===== config.mk =====
export PLATFORM = sky130hd
export DESIGN_NAME = mp64_mmio_arbiter
export DESIGN_NICKNAME = d
export VERILOG_FILES = /design/src/rtl/mp64_mmio_arbiter.sv
export SDC_FILE = /design/constraint.sdc
export NUM_CORES = 1
export LEC_CHECK = 0
export ABC_AREA = 1
export BUFFER_PORTS_ARGS = -buffer_cell sky130_fd_sc_hd__clkbuf_2
export CORE_ASPECT_RATIO = 0.5
export CORE_MARGIN = 2
export CORE_UTILIZATION = 51
export CTS_CLUSTER_DIAMETER = 200
export DETAILED_ROUTE_END_ITERATION = 8
export PLACE_DENSITY = 0.9
export SLEW_MARGIN = 20
export SYNTH_ARGS = -nofsm -noshare
export SYNTH_HDL_FRONTEND = slang
export SYNTH_SLANG_ARGS = --single-unit

===== constraint.sdc =====
create_clock -name clk -period 5.85 [get_ports clk]
set_input_delay 0.8775 -clock clk [delete_from_list [all_inputs] [get_ports clk]]
set_output_delay 0.8775 -clock clk [all_outputs]
set_load 0.02 [all_outputs]

===== src/rtl/mp64_mmio_arbiter.sv =====
// Round-robin arbiter funnelling per-core MMIO byte transactions to one slave port.
// Optional BUSY watchdog abort is compiled in with MP64_ARB_TIMEOUT_EN.
module mp64_mmio_arbiter #(
    parameter int NUM_CORES      = 4,
    parameter int CORE_ID_BITS   = 2,
    parameter int TIMEOUT_CYCLES = 255
) (
    input  logic                      clk,
    input  logic                      rst_n,
    input  logic [NUM_CORES-1:0]      core_req,
    input  logic [NUM_CORES*12-1:0]   core_addr,
    input  logic [NUM_CORES*8-1:0]    core_wdata,
    input  logic [NUM_CORES-1:0]      core_wen,
    output logic [NUM_CORES-1:0]      core_ack,
    output logic [7:0]                core_rdata,
    output logic                      mmio_req,
    output logic [11:0]               mmio_addr,
    output logic [7:0]                mmio_wdata,
    output logic                      mmio_wen,
    output logic [CORE_ID_BITS-1:0]   mmio_requester_id,
    input  logic [7:0]                mmio_rdata,
    input  logic                      mmio_ack,
    output logic                      bus_err
);

    typedef enum logic [1:0] {IDLE, BUSY, RESP} state_t;

    state_t                  state;
    logic [CORE_ID_BITS-1:0] last_grant;
    logic [CORE_ID_BITS-1:0] pick;
    logic [CORE_ID_BITS-1:0] cand;
    logic                    found;

`ifdef MP64_ARB_TIMEOUT_EN
    localparam int CNT_W = ($clog2(TIMEOUT_CYCLES + 1) > 8) ?
                           $clog2(TIMEOUT_CYCLES + 1) : 8;
    logic [CNT_W-1:0] cnt;
`else
    wire unused_timeout = |TIMEOUT_CYCLES;
    assign bus_err = 1'b0;
`endif

    // Search upward from the core after the last winner, wrapping modulo NUM_CORES.
    always_comb begin
        pick  = '0;
        cand  = '0;
        found = 1'b0;
        for (int i = 1; i <= NUM_CORES; i++) begin
            cand = CORE_ID_BITS'((int'(last_grant) + i) % NUM_CORES);
            if (!found && core_req[cand]) begin
                found = 1'b1;
                pick  = cand;
            end
        end
    end

    always_ff @(posedge clk or negedge rst_n) begin
        if (!rst_n) begin
            state             <= IDLE;
            last_grant        <= CORE_ID_BITS'(NUM_CORES - 1);
            mmio_req          <= 1'b0;
            mmio_addr         <= '0;
            mmio_wdata        <= '0;
            mmio_wen          <= 1'b0;
            mmio_requester_id <= '0;
            core_ack          <= '0;
            core_rdata        <= '0;
`ifdef MP64_ARB_TIMEOUT_EN
            bus_err           <= 1'b0;
            cnt               <= '0;
`endif
        end else begin
            core_ack <= '0;
`ifdef MP64_ARB_TIMEOUT_EN
            bus_err  <= 1'b0;
`endif
            unique case (state)
                IDLE: begin
                    if (found) begin
                        mmio_req          <= 1'b1;
                        mmio_addr         <= core_addr[int'(pick)*12 +: 12];
                        mmio_wdata        <= core_wdata[int'(pick)*8 +: 8];
                        mmio_wen          <= core_wen[pick];
                        mmio_requester_id <= pick;
                        last_grant        <= pick;
                        state             <= BUSY;
`ifdef MP64_ARB_TIMEOUT_EN
                        cnt               <= '0;
`endif
                    end
                end
                BUSY: begin
                    if (mmio_ack) begin
                        mmio_req                    <= 1'b0;
                        core_rdata                  <= mmio_wen ? 8'h00 : mmio_rdata;
                        core_ack[mmio_requester_id] <= 1'b1;
                        state                       <= RESP;
                    end
`ifdef MP64_ARB_TIMEOUT_EN
                    else if (cnt == CNT_W'(TIMEOUT_CYCLES - 1)) begin
                        mmio_req                    <= 1'b0;
                        core_rdata                  <= 8'hFF;
                        core_ack[mmio_requester_id] <= 1'b1;
                        bus_err                     <= 1'b1;
                        state                       <= RESP;
                    end else begin
                        cnt <= cnt + 1'b1;
                    end
`endif
                end
                RESP: begin
                    state <= IDLE;
                end
                default: begin
                    state <= IDLE;
                end
            endcase
        end
    end

endmodule


==> Implementation_results.wiki <==
{| class="wikitable"
! Metric !! Value
|-
| CTS Hold Buffers Added || 0
|-
| Inserted Clock Buffers || 5
|-
| Post-DRT Antenna Nets || 0
|-
| Setup bufs post-CTS || 0
|-
| Actual slew at the worst max-slew pin || 1.06 ns
|-
| Final Skew || 0.00267 ns
|-
| Resized cells post-CTS || 0
|-
| Total Routed Length || 8.27 mm
|-
| Areal power density over the cells || 730 nW/um^2
|-
| Detailed Route Iter0 Violations || 192
|-
| Starting utilization of the core area || 53.1%
|-
| Power dissipated by switching net loads || 1.51 mW
|-
| Fin crit share || 55.6%
|-
| Yosys synthesis warning count || 0
|-
| Drt drc || 0
|-
| Total of buffers placed on input and output ports || 134
|-
| Number of primary I/O pins || 136
|-
| Category of the worst setup path capture point || flip-flop
|-
| Worst-Skew Late Latency || 0.28 ns
|-
| Number of cells produced by synthesis || 468
|-
| P_int || 1.17 mW
|-
| Fraction of layout instances using a drive strength above 1 || 27.1%
|-
| Leakage power || 2.40 nW
|-
| Comb power frac || 70.4%
|-
| Layout filler cell count || 505
|-
| Share of total power consumed by net switching || 56.4%
|-
| Fin area || 3670 um^2
|-
| Total Neg Setup Slack || 0 ns
|-
| Mapped cell area || 2920 um^2
|-
| Post-route insts no fill || 655
|-
| Wire per inst || 12.6 um
|-
| Hold violation total from the final report || 0
|-
| Launching instance or port of the critical path || last_grant[0]$_DFFE_PN1P_
|-
| Post-Route Utilization || 66.9%
|-
| Total power || 2.68 mW
|-
| Type of element launching the critical path || flip-flop
|-
| Via/cell ratio || 5.07
|-
| Instance area after placement || 3520 um^2
|-
| Final Max Tran Viols || 0
|-
| Run status || finished clean
|-
| GRT met2 Usage || 47.2%
|-
| Synthesized-area fraction occupied by adder cells || 0%
|-
| Layout net count || 680
|-
| Number of optimization iterations in the first detailed-route pass || 5
|-
| Maximum level of the CTS H-tree || 2
|-
| Cell total after placement || 647
|-
| Met3 layer usage reported by global route || 4.46%
|-
| Clock input transition at the sequential cells of the worst setup and hold paths || 0.06 ns
|-
| Finish-stage setup viols || 0
|-
| FF-to-FF Start || last_grant[0]$_DFFE_PN1P_
|-
| Minimum clock period || 3.25 ns
|-
| Number of buffers on the longest clock path || 2
|-
| CTS tree || yes
|-
| Class of the tightest hold or removal check || reg -> reg
|-
| Inserted Diodes || 0
|-
| Largest family of logic cells by synthesized area || simple AND/OR/NAND/NOR gates
|-
| Critical Path RT || 6.00 ns
|-
| Xor and xnor fraction of the mapped netlist area || 0%
|-
| Sequential area share after synthesis || 34.4%
|-
| Horiz. Die Dim || 111 um
|-
| Placeable core region || 5490 um^2
|-
| Largest net degree at the start of global routing || 46
|-
| CTS sink count || 40
|-
| Remaining Overflow, GRT || 0
|-
| Arrival time reported for the critical path endpoint || 3.40 ns
|-
| Slew HR || 29.4%
|-
| Clock group share of total power || 10.2%
|-
| P&R area growth vs syn || 26.0%
|-
| Gp weighted congestion || 0.839
|-
| Relative contribution of sequential cells to total power || 19.4%
|-
| Clock Root Buffer || sky130_fd_sc_hd__clkbuf_16
|-
| Die footprint || 6370 um^2
|-
| Die Y-Extent || 57.5 um
|-
| Max cap viols || 0
|-
| Multiplexer share of the synthesized area || 0%
|-
| Post-synthesis area per instance || 6.23 um^2
|-
| Number of antenna violations at the first check in global routing || 0
|-
| Worst min-delay path startpoint || core_rdata[5]$_DFFE_PN0P_
|-
| Synthesized Nets || 567
|-
| Worst VDD drop || 0.506 mV
|-
| Number of cell rows || 19
|-
| Met1 global-route usage || 31.8%
|-
| Unrepaired setup endpoints after global routing || false
|-
| Number of synthesized register bits || 40
|-
| Distinct cells, synth || 22
|-
| Compound-cell area share of the yosys netlist || 2.96%
|-
| DP Wirelength || 5.86 mm
|-
| Highest clock rate || 0.308 GHz
|-
| Post-Synth Simple-Gate Area || 44.5%
|-
| Via count of the first global-routing pass || 3,102
|-
| Most used routing layer || met2
|-
| Global-route wire length before repair || 13.4 mm
|-
| Overall fraction of global-route tracks in use || 25.8%
|-
| Highest fanout seen on the critical path || 45
|-
| Total number of vias || 3,323
|-
| Category of the most critical setup path || reg -> reg
|}
metal layers:
metal	wire, um	part of all wire [%]	vias up
li1	-	-	1671
met2	4130	50	135
met3	512	6.2	16
met1	3490	42	1501
met4	129	1.6	0
met5	0	0	-
metrics by stage:
step	worst slack, ns	hold slack [ns]
6_report	2.60	0.485
5_1_grt	2.33	0.501
4_1_cts	2.68	0.482
3_5_place_dp	2.43	0.476
3_3_place_gp	2.52	0.459
2_1_floorplan	3.83	0.453
cell usage in the layout, fill, tap and decap left out, drive strengths merged:
cell type / netlist / layout
a21oi: 1 / 1
buf: 26 / 1
clkbuf: 2 / 140
clkinvlp: 0 / 1
conb: 1 / 1
dfrtp: 38 / 38
dfstp: 2 / 2
inv: 97 / 97
nand2: 184 / 184
nand3: 51 / 51
nand4: 43 / 43
nor2: 4 / 4
nor3: 4 / 4
o21ai: 14 / 14
o31ai: 1 / 1
worst paths after layout:
check | slack [ns] | depth (start not counted) | end
max | 2.60 | 11 | mmio_requester_id[1]$_DFFE_PN0P_
min | 0.48 | 2 | core_rdata[5]$_DFFE_PN0P_
max reg2reg | 2.60 | 11 | mmio_requester_id[1]$_DFFE_PN0P_
min reg2reg | 0.48 | 2 | core_rdata[5]$_DFFE_PN0P_
max in group asynchronous | 4.59 | 1 | mmio_addr[9]$_DFFE_PN0P_
min in group asynchronous | 0.71 | 1 | core_rdata[7]$_DFFE_PN0P_
cell usage after synthesis, drive strengths merged:
cell / n / area [um^2]
nor2: 4 / 22.5
buf: 26 / 150
nand3: 51 / 285
dfrtp: 38 / 951
nand2: 184 / 701
conb: 1 / 3.75
inv: 97 / 367
o21ai: 14 / 70.1
clkbuf: 2 / 7.51
nand4: 43 / 269
o31ai: 1 / 7.51
nor3: 4 / 20.0
dfstp: 2 / 52.6
a21oi: 1 / 8.76
state kept, by name, indices dropped and copies added, names as in the netlist:
| signal | flops |
|---|---|
| core_ack | 4 |
| mmio_addr | 12 |
| last_grant | 2 |
| mmio_wen | 1 |
| state | 2 |
| mmio_wdata | 8 |
| mmio_requester_id | 2 |
| core_rdata | 8 |
| mmio_req | 1 |
critical path, stage by stage (launching register included):
cell                      delay, ns
sky130_fd_sc_hd__dfstp_2       0.65
sky130_fd_sc_hd__inv_4         0.10
sky130_fd_sc_hd__nand2_2       0.08
sky130_fd_sc_hd__nand2_1       0.05
sky130_fd_sc_hd__nand2_1       0.08
sky130_fd_sc_hd__nand2_1       0.08
sky130_fd_sc_hd__nor2_4        0.15
sky130_fd_sc_hd__nand3_4       0.42
sky130_fd_sc_hd__nand2_1       0.80
sky130_fd_sc_hd__inv_2         0.38
sky130_fd_sc_hd__nand2_1       0.19
sky130_fd_sc_hd__o21ai_0       0.09
power groups by stage:
| stage | Combinational (mW) | Clock, mW | Sequential [mW] |
|---|---|---|---|
| finish | 1.89 | 0.274 | 0.521 |
| global route | 2.12 | 0.288 | 0.536 |
| CTS | 1.87 | 0.276 | 0.520 |
| detailed placement | 1.85 | 0 | 0.519 |
| global placement | 1.79 | 0 | 0.519 |
| floorplan | 1.40 | 0 | 0.629 |
layout make-up:
class / instances / area [um^2] / area share [%]
Clock inverter: 1 / 7.51 / 0.204
Sequential cell: 40 / 1000 / 27.3
Timing Repair Buffer: 134 / 671 / 18.3
Inverter: 97 / 367 / 9.98
Tap cell: 73 / 91.3 / 2.49
Clock buffer: 7 / 143 / 3.88
Multi-Input combinational cell: 303 / 1390 / 37.9
kinds of logic (layout without fill, tap and decap cells):
logic type,count (synthesis),after routing
AND/OR/NAND/NOR,286,286
buffers and inverters,125,239
flip-flops,40,40
AO/OA/AOI/OAI,16,16
other,1,1
(Power assumes the default switching activity.)
